===== config.mk =====
export PLATFORM = sky130hd
export DESIGN_NAME = cpu_core
export DESIGN_NICKNAME = d
export VERILOG_FILES = /design/src/rtl/cpu_core.sv
export SDC_FILE = /design/constraint.sdc
export NUM_CORES = 2
export LEC_CHECK = 0
export CAP_MARGIN = 20
export CORE_UTILIZATION = 60
export DETAILED_ROUTE_END_ITERATION = 10
export GPL_ROUTABILITY_DRIVEN = 0
export PLACE_DENSITY = 0.84
export SLEW_MARGIN = 20
export SYNTH_ARGS = -nofsm -noshare
export SYNTH_HDL_FRONTEND = slang
export SYNTH_SLANG_ARGS = --single-unit
export TNS_END_PERCENT = 20

===== constraint.sdc =====
create_clock -name clk -period 9.2 [get_ports clk]
set_clock_uncertainty 0.15 [all_clocks]
set_input_delay 2.3 -clock clk [delete_from_list [all_inputs] [get_ports clk]]
set_output_delay 2.3 -clock clk [all_outputs]
set_load 0.02 [all_outputs]

===== src/rtl/cpu_core.sv =====
// cpu_core: 32-bit load/store CPU executing out of an external word RAM over a 4-phase txe/txs bus.
// Latency: every instruction takes one fetch handshake plus one EX cycle; LW/SW add a second handshake.
// Backpressure: the RAM paces the core through txs; at most one transaction is outstanding at any time.
//
// Ports:
//   clk, rst_n        CPU clock (rising edge) and asynchronous active-low reset
//   ram_txe           request to the RAM, held high until the synchronized acknowledge is seen
//   ram_txs           acknowledge from the RAM, asynchronous to clk (synchronized internally)
//   ram_re / ram_we   read / write qualifier, never both high
//   ram_addr, ram_wd  word-aligned byte address and write data, stable while ram_txe=1
//   ram_out           read data, sampled when the synchronized acknowledge arrives
//   hlt               sticky halted flag, set on HLT or an undefined opcode
module cpu_core #(
  parameter logic [63:0] RESET_PC = 64'h0
) (
  input  logic        clk,
  input  logic        rst_n,
  output logic        ram_txe,
  input  logic        ram_txs,
  output logic        ram_re,
  input  logic [31:0] ram_out,
  output logic        ram_we,
  output logic [31:0] ram_wd,
  output logic [63:0] ram_addr,
  output logic        hlt
);

  typedef enum logic [2:0] {
    IF_REQ,
    IF_ACK,
    IF_REL,
    EX,
    MEM_REQ,
    MEM_ACK,
    MEM_REL,
    HALT
  } state_t;

  localparam logic [3:0] OP_HLT  = 4'h0;
  localparam logic [3:0] OP_LI   = 4'h1;
  localparam logic [3:0] OP_ADD  = 4'h2;
  localparam logic [3:0] OP_SUB  = 4'h3;
  localparam logic [3:0] OP_AND  = 4'h4;
  localparam logic [3:0] OP_OR   = 4'h5;
  localparam logic [3:0] OP_XOR  = 4'h6;
  localparam logic [3:0] OP_ADDI = 4'h7;
  localparam logic [3:0] OP_LW   = 4'h8;
  localparam logic [3:0] OP_SW   = 4'h9;
  localparam logic [3:0] OP_BEQ  = 4'hA;
  localparam logic [3:0] OP_BNE  = 4'hB;
  localparam logic [3:0] OP_JAL  = 4'hC;
  localparam logic [3:0] OP_SLT  = 4'hD;

  state_t      state;
  state_t      state_nxt;

  logic [63:0] pc;
  logic [31:0] rf [16];
  logic [31:0] ir;
  logic        fetched;   // ir holds a real instruction (cleared only by reset)
  logic [1:0]  boot_cnt;  // settle time for the synchronizer after reset
  logic        txs_meta;
  logic        txs_sync;

  // ---------------------------------------------------------------- decode
  logic [3:0]  op;
  logic [3:0]  rd;
  logic [3:0]  rs;
  logic [3:0]  rt;
  logic [31:0] imm16_sx;
  logic [31:0] imm20_sx;
  logic [31:0] rd_val;
  logic [31:0] rs_val;
  logic [31:0] rt_val;

  assign op       = ir[31:28];
  assign rd       = ir[27:24];
  assign rs       = ir[23:20];
  assign rt       = ir[19:16];
  assign imm16_sx = {{16{ir[15]}}, ir[15:0]};
  assign imm20_sx = {{12{ir[19]}}, ir[19:0]};

  assign rd_val = (rd == 4'd0) ? 32'd0 : rf[rd];
  assign rs_val = (rs == 4'd0) ? 32'd0 : rf[rs];
  assign rt_val = (rt == 4'd0) ? 32'd0 : rf[rt];

  logic is_halt;
  logic is_mem;
  logic alu_wen;

  // 0, E and F all stop the core
  assign is_halt = (op == OP_HLT) || (op == 4'hE) || (op == 4'hF);
  assign is_mem  = (op == OP_LW) || (op == OP_SW);
  assign alu_wen = (op == OP_LI)  || (op == OP_ADD) || (op == OP_SUB) ||
                   (op == OP_AND) || (op == OP_OR)  || (op == OP_XOR) ||
                   (op == OP_ADDI)|| (op == OP_JAL) || (op == OP_SLT);

  // ---------------------------------------------------------------- execute
  logic [31:0] alu_res;
  logic [31:0] ea32;
  logic [31:0] jal_tgt;
  logic [63:0] pc_inc;
  logic [63:0] br_tgt;

  assign ea32    = rs_val + imm16_sx;
  assign jal_tgt = rs_val + {imm16_sx[29:0], 2'b00};
  assign pc_inc  = pc + 64'd4;
  assign br_tgt  = pc_inc + {{46{ir[15]}}, ir[15:0], 2'b00};

  always_comb begin
    alu_res = 32'd0;
    case (op)
      OP_LI:   alu_res = imm20_sx;
      OP_ADD:  alu_res = rs_val + rt_val;
      OP_SUB:  alu_res = rs_val - rt_val;
      OP_AND:  alu_res = rs_val & rt_val;
      OP_OR:   alu_res = rs_val | rt_val;
      OP_XOR:  alu_res = rs_val ^ rt_val;
      OP_ADDI: alu_res = rs_val + imm16_sx;
      OP_JAL:  alu_res = pc[31:0] + 32'd4;
      OP_SLT:  alu_res = {31'd0, ($signed(rs_val) < $signed(rt_val))};
      default: alu_res = 32'd0;
    endcase
  end

  // ---------------------------------------------------------------- txs synchronizer
  always_ff @(posedge clk or negedge rst_n) begin
    if (!rst_n) begin
      txs_meta <= 1'b0;
      txs_sync <= 1'b0;
    end else begin
      txs_meta <= ram_txs;
      txs_sync <= txs_meta;
    end
  end

  // ---------------------------------------------------------------- FSM
  always_ff @(posedge clk or negedge rst_n) begin
    if (!rst_n) state <= IF_REL;
    else        state <= state_nxt;
  end

  always_comb begin
    state_nxt = state;
    case (state)
      IF_REQ:  if (!txs_sync) state_nxt = IF_ACK;
      IF_ACK:  if (txs_sync)  state_nxt = IF_REL;
      // Out of reset the synchronizer reads 0 regardless of the RAM, so the
      // first fetch also waits for boot_cnt before trusting txs_sync.
      IF_REL: begin
        if (!txs_sync) begin
          if (fetched)                state_nxt = EX;
          else if (boot_cnt == 2'd3)  state_nxt = IF_REQ;
        end
      end
      EX: begin
        if (is_halt)     state_nxt = HALT;
        else if (is_mem) state_nxt = MEM_REQ;
        else             state_nxt = IF_REQ;
      end
      MEM_REQ: if (!txs_sync) state_nxt = MEM_ACK;
      MEM_ACK: if (txs_sync)  state_nxt = MEM_REL;
      MEM_REL: if (!txs_sync) state_nxt = IF_REQ;
      HALT:    state_nxt = HALT;
      default: state_nxt = IF_REL;
    endcase
  end

  // ---------------------------------------------------------------- pc, ir, bus registers
  always_ff @(posedge clk or negedge rst_n) begin
    if (!rst_n) begin
      pc       <= RESET_PC;
      ir       <= 32'd0;
      fetched  <= 1'b0;
      boot_cnt <= 2'd0;
      hlt      <= 1'b0;
      ram_txe  <= 1'b0;
      ram_re   <= 1'b0;
      ram_we   <= 1'b0;
      ram_wd   <= 32'd0;
      ram_addr <= 64'd0;
    end else begin
      case (state)
        IF_REL: begin
          if (!fetched && boot_cnt != 2'd3) boot_cnt <= boot_cnt + 2'd1;
        end
        IF_REQ: begin
          if (!txs_sync) begin
            ram_addr <= {pc[63:2], 2'b00};
            ram_re   <= 1'b1;
            ram_we   <= 1'b0;
            ram_txe  <= 1'b1;
          end
        end
        IF_ACK: begin
          if (txs_sync) begin
            ir      <= ram_out;
            fetched <= 1'b1;
            ram_txe <= 1'b0;
            ram_re  <= 1'b0;
            ram_we  <= 1'b0;
          end
        end
        EX: begin
          if (is_halt) begin
            hlt <= 1'b1;  // pc keeps the halting instruction's address
          end else begin
            case (op)
              OP_BEQ:  pc <= (rd_val == rs_val) ? br_tgt : pc_inc;
              OP_BNE:  pc <= (rd_val != rs_val) ? br_tgt : pc_inc;
              OP_JAL:  pc <= {32'd0, jal_tgt};
              default: pc <= pc_inc;
            endcase
          end
        end
        MEM_REQ: begin
          if (!txs_sync) begin
            // effective address wraps at 32 bits, then zero-extends
            ram_addr <= {32'd0, ea32 & 32'hFFFF_FFFC};
            ram_re   <= (op == OP_LW);
            ram_we   <= (op == OP_SW);
            if (op == OP_SW) ram_wd <= rd_val;
            ram_txe  <= 1'b1;
          end
        end
        MEM_ACK: begin
          if (txs_sync) begin
            ram_txe <= 1'b0;
            ram_re  <= 1'b0;
            ram_we  <= 1'b0;
          end
        end
        default: ;
      endcase
    end
  end

  // ---------------------------------------------------------------- register file
  logic        rf_wen;
  logic [31:0] rf_wdat;

  assign rf_wen  = ((state == EX) && alu_wen) ||
                   ((state == MEM_ACK) && txs_sync && (op == OP_LW));
  assign rf_wdat = (state == MEM_ACK) ? ram_out : alu_res;

  always_ff @(posedge clk or negedge rst_n) begin
    if (!rst_n) begin
      for (int i = 0; i < 16; i++) rf[i] <= 32'd0;
    end else if (rf_wen && (rd != 4'd0)) begin
      rf[rd] <= rf_wdat;
    end
  end

`ifndef SYNTHESIS
  // Prints the architectural state: pc then r0..r15.
  task automatic dump();
    $display("pc  = %016h", pc);
    for (int i = 0; i < 16; i++) begin
      $display("r%0d = %08h", i, (i == 0) ? 32'd0 : rf[i]);
    end
  endtask
`endif

endmodule


# ---- Word level (Yosys, flattened, before mapping)
# Cells that the tools add are included.
dict set report word_totals {
  latch_bits 0
  output_inout_bits 100
  memories 0
  romBits 0
  register_bits 716
  elab_cells 166
  mem_bits_rw 0
}
dict set report classes {
  addsub 8
  n_eq_ne 35
  order_cmp 5
  div 0
  n_mul 0
  muxes 42
  shift 0
  n_bitwise 8
  n_reduce_logical 39
}
# operator count
set ops {}
lappend ops {{$bwmux W512} 1}
lappend ops {{$bmux W32 S4} 3}
lappend ops {{$mux W32} 11}
lappend ops {{$pmux W32 S9} 1}
lappend ops {{$mux W64} 4}
lappend ops {{$pmux W64 S3} 1}
lappend ops {{$demux W32 S4} 1}
lappend ops {{$pmux W64 S2} 1}
lappend ops {{$add A32 B32 Y32} 3}
lappend ops {{$add A64 B3 Y64 const B} 1}
lappend ops {{$add A64 B64 Y64} 1}
lappend ops {{$add A32 B3 Y32 const B} 1}
lappend ops {{$and A32 B32 Y32} 1}
lappend ops {{$eq A32 B32 Y1} 1}
lappend ops {{$eq A4 B4 Y1 const B} 8}
lappend ops {{$lt A32 B32 Y1} 1}
lappend ops {{$ne A32 B32 Y1} 1}
lappend ops {{$or A32 B32 Y32} 1}
lappend ops {{$sub A32 B32 Y32} 1}
lappend ops {{$xor A32 B32 Y32} 1}
lappend ops {{$mux W3} 10}
lappend ops {{$pmux W3 S8} 1}
lappend ops {{$eq A4 B3 Y1 const B} 4}
lappend ops {{$logic_not A4 Y1} 4}
lappend ops {{29 further kinds} 74}

# ---- Longest topological paths before layout
dict set report logic_depth {
  ltp_word 12
  ltp_mapped 28
}

# ---- Least setup slack after synthesis
# Ideal clock, no wire load.
dict set report synth_timing {
  path_kind {register to register}
  start {reg ir[16]}
  end {reg rf[128] (netlist name)}
  synth_period_minus_slack_ps 6411
  path_buffers 8
  setup_time_ps 134
  path_stages_with_launch 26
  path_slack_ps 2789
  t_arrival_ps 6126
  path_cell_list {dfrtp_1 -> buf_4 -> buf_6 -> buf_6 -> buf_2 -> buf_1 -> buf_1 -> mux4_2 -> mux2_2 -> o21ai_0 -> or2_2 -> ha_1 -> clkbuf_1 -> inv_1 -> or4_1 -> a211o_1 -> a2111o_1 -> a21o_1 -> o21ai_1 -> a21oi_1 -> or4_1 -> a31oi_1 -> nor4_1 -> o21ai_2 -> clkbuf_1 -> o21ai_0}
}
dict set report synth_via {
  elab_chain_len 9
  elab_cells_between_ends 15
}
# element line
set synth_rtl {}
lappend synth_rtl {{from (decl)} 59} ;# logic [31:0] ir;
lappend synth_rtl {{from (signal assigned)} 197} ;# ir <= ram_out;
lappend synth_rtl {{$not A4 Y5 (implied by the code)} 85} ;# assign rt_val = (rt == 4'd0) ? 32'd0 : rf[rt];
lappend synth_rtl {{$bmux W32 S4} 85}
lappend synth_rtl {{$mux W32 (implied by the code) (2 in a row)} 85}
lappend synth_rtl {{$mux W32 (*)} 85}
lappend synth_rtl {{$sub A32 B32 Y32 (tied with other cells)} 115} ;# OP_SUB: alu_res = rs_val - rt_val;
lappend synth_rtl {{$pmux W32 S9 (*)} 112} ;# case (op)
lappend synth_rtl {{$mux W32 (*)} 244} ;# assign rf_wdat = (state == MEM_ACK) ? ram_out : alu_res;
lappend synth_rtl {{$bwmux W512 (*)} 250} ;# rf[rd] <= rf_wdat;
lappend synth_rtl {{to (signal, indexed assignment)} 250}
lappend synth_rtl {{to (decl)} 58} ;# logic [31:0] rf [16];
# Mark *: on every way between the ends. The rest lies on a longest branch, timed or not. The select of a mux whose other input is x is not followed.
# A chain may end at the register's enable or synchronous reset.

# ---- Worst setup path after layout
dict set report layout_timing {
  start {reg ir[17]}
  end {reg rf[153] (netlist name)}
}
dict set report layout_via {
  elab_chain_len 9
  elab_cells_between_ends 14
}
# element line
set layout_rtl {}
lappend layout_rtl {{$not A4 Y5 (implied by the code)} 85}
lappend layout_rtl {{$bmux W32 S4} 85}
lappend layout_rtl {{$mux W32 (implied by the code) (2 in a row)} 85}
lappend layout_rtl {{$mux W32 (*)} 85}
lappend layout_rtl {{$sub A32 B32 Y32 (tied with other cells)} 115}
lappend layout_rtl {{$pmux W32 S9 (*)} 112}
lappend layout_rtl {{$mux W32 (*)} 244}
lappend layout_rtl {{$bwmux W512 (*)} 250}
# Marked as above.

==> impl_metrics.env <==
export IMPL_grt_pass1_vias=47192
export IMPL_worstSetupPathType="flop to flop"
export IMPL_design_die_area_um2=88900
export IMPL_wl_per_cell_um=27.5
export IMPL_cts_setup_buffers=0
export IMPL_hold_buffers=0
export IMPL_clkTransAtPathRegs_ns=0.07
export IMPL_initialDrtViolationCount=7755
export IMPL_clock_sinks=714
export IMPL_vias=48612
export IMPL_core_area_um2=86900
export IMPL_ys_seq_area_frac=0.339
export IMPL_insertion_delay_ns=0.67
export IMPL_io_pins=135
export IMPL_grt_pass1_wl_um=277000
export IMPL_cts_buffer_depth=3
export IMPL_postRouteAntennaNets=0
export IMPL_route_detailed_drc=3
export IMPL_arrival_ns=8.15
export IMPL_dp_cells=6438
export IMPL_ys_ff_latch=714
export IMPL_status="finished with violations"
export IMPL_required_ns=9.53
export IMPL_final_hold_viol_count=0
export IMPL_start_util=0.606
export IMPL_grt_max_degree=196
export IMPL_end_kind="flop"
export IMPL_ys_async_sr_fraction=1.00
export IMPL_cts_root_buf="clkbuf_16"
export IMPL_dieWidth_um=298
export IMPL_worstPathMaxFanout=56
export IMPL_drive_above_1_share=0.153
export IMPL_grt_usage=0.403
export IMPL_relSlewSlack=0.216
export IMPL_rsz0062_at_grt="no"
export IMPL_layout_cells_non_filler=6586
export IMPL_cts_tree="built"
export IMPL_die_height_um=298
export IMPL_dp_worst_setup_slack_ns=1.88
export IMPL_synth_edf_count=0
export IMPL_grt_use_met2=0.590
export IMPL_area_delta_synth_final_pct=8.66
export IMPL_slew_viol_final=0
export IMPL_rows=108
export IMPL_syn_area_per_cell_um2=9.58
export IMPL_grt_overflow_total=0
export IMPL_gr_usage_met3=0.158
export IMPL_synth_area_um2=52600
export IMPL_dr_pass1_iters=11
export IMPL_yosysTopAreaCell="dfrtp_1"
export IMPL_layout_commonest_cell="nand2_1"
export IMPL_grt_use_met1=0.487
export IMPL_finalSetupViolations=0
export IMPL_synthCells=5494
export IMPL_wl_um=181000
export IMPL_synth_main_ff_cell="dfrtp_1"
export IMPL_ys_warn_count=0
export IMPL_fin_crit_sh=0.850
export IMPL_startpoint_type="flop"
export IMPL_fmax_ghz=0.128
export IMPL_vias_per_cell=7.38
export IMPL_final_nets=5593
export IMPL_io_buffers=132
export IMPL_worst_pin_slew_ns=1.17
export IMPL_ys_types=104
export IMPL_post_route_min_period_ns=7.82
export IMPL_setup_tns_ns=0
export IMPL_cts_resized=0
export IMPL_holdWs_ns=0.200
export IMPL_synth_area_leaders="dfrtp_1 34%, mux4_2 17%, o21ai_0 6.4%"
export IMPL_busiest_layer="met2"
export IMPL_nFillCells=6371
export IMPL_finalWorstSetupSlack_ns=1.38
export IMPL_violations="DRC"
export IMPL_final_cell_mix="810 x nand2_1, 701 x dfrtp_1, 667 x o21ai_0"
export IMPL_grt_antenna_before_repair=12
export IMPL_cts_buffers=79
export IMPL_hold_path_class="flop to flop"
export IMPL_cap_violations=0
export IMPL_synth_top_area_frac=0.339
export IMPL_dp_hpwl_um=121000
export IMPL_h_tree_depth=3
state kept, by name, summed over array words and instances, names as in the netlist:
name / cells
boot_cnt: 2
fetched: 1
hlt: 1
ir: 32
pc: 64
ram_addr: 62
ram_re: 1
ram_txe: 1
ram_wd: 32
ram_we: 1
rf: 512
state: 3
txs_meta: 1
txs_sync: 1
cells by family (layout without fill, tap and decap cells):
logic type,Yosys count,in the layout,share of synthesized area
AOI/OAI and AO/OA,1579,1579,0.184
and+or+nand+nor,1578,1578,0.131
DFF,714,714,0.339
muxes,600,600,0.210
buffers and inverters,585,517,0.0480
xor gates and xnor gates,239,239,0.0398
adders and majority gates,198,198,0.0473
other,1,6,0.0000712
layout make-up:
type                            count  area (um2)  area share
Antenna cell                        4        10.0    0.000175
Clock buffer                      104        2230      0.0390
Clock inverter                     37         463     0.00809
Inverter                          142         533     0.00932
Multi-Input combinational cell   4196       32400       0.567
Sequential cell                   714       17900       0.313
Tap cell                         1155        1450      0.0253
Timing Repair Buffer              234        2200      0.0385
Yosys cell counts, types with 80 or more instances:
master and n:
nand2_1 822, nand3_1 105, nor2_1 311, inv_1 138, xor2_1 83, clkbuf_1 314
xnor2_1 156, o21ai_0 671, mux2i_1 125, a21oi_1 298, mux4_2 393, ha_1 187
mux2_2 80, dfrtp_1 713
final timing paths:
path                                          from                       to  slack (ns)  cells after the start
max in group asynchronous                    rst_n       ir[25]$_DFFE_PN0P_        5.79                      2
worst min-delay path            txs_meta$_DFF_PN0_       txs_sync$_DFF_PN0_        0.20                      0
worst min register to register  txs_meta$_DFF_PN0_       txs_sync$_DFF_PN0_        0.20                      0
worst max-delay path            ir[17]$_DFFE_PN0P_      rf[153]$_DFFE_PN0P_        1.38                     16
worst max register to register  ir[17]$_DFFE_PN0P_      rf[153]$_DFFE_PN0P_        1.38                     16
min in group asynchronous                    rst_n  ram_addr[6]$_DFFE_PN0P_        1.46                      1
layer usage:
layer | wire length (um) | up-vias
met5 | 80 | -
met4 | 15300 | 12
met3 | 28700 | 1183
met2 | 77500 | 4224
met1 | 59600 | 23188
li1 | - | 20005
stage by stage:
stage,util,instance area (um2)
floorplan,-,52700
global placement,0.626,54400
detailed placement,0.626,54400
CTS,0.657,57100
global route,0.658,57200
finish,0.658,57200
worst max-delay path, cell delays in order, from the launching register on:
cell      delay [ns]
dfrtp_4         1.08
buf_4           0.54
mux4_2          0.38
mux2_2          0.28
o21ai_0         0.78
or2_2           0.28
ha_1            0.38
or4_1           0.50
nor3_1          0.39
a31oi_1         0.29
a211oi_2        0.57
a21boi_0        0.25
xor2_1          0.19
a221oi_1        0.26
nor2_1          0.09
a211oi_2        0.87
o21ai_0         0.30
Power is left out: the tool's default activity adds up to more than one toggle a clock period on the data nets, which glitch-free logic cannot reach.
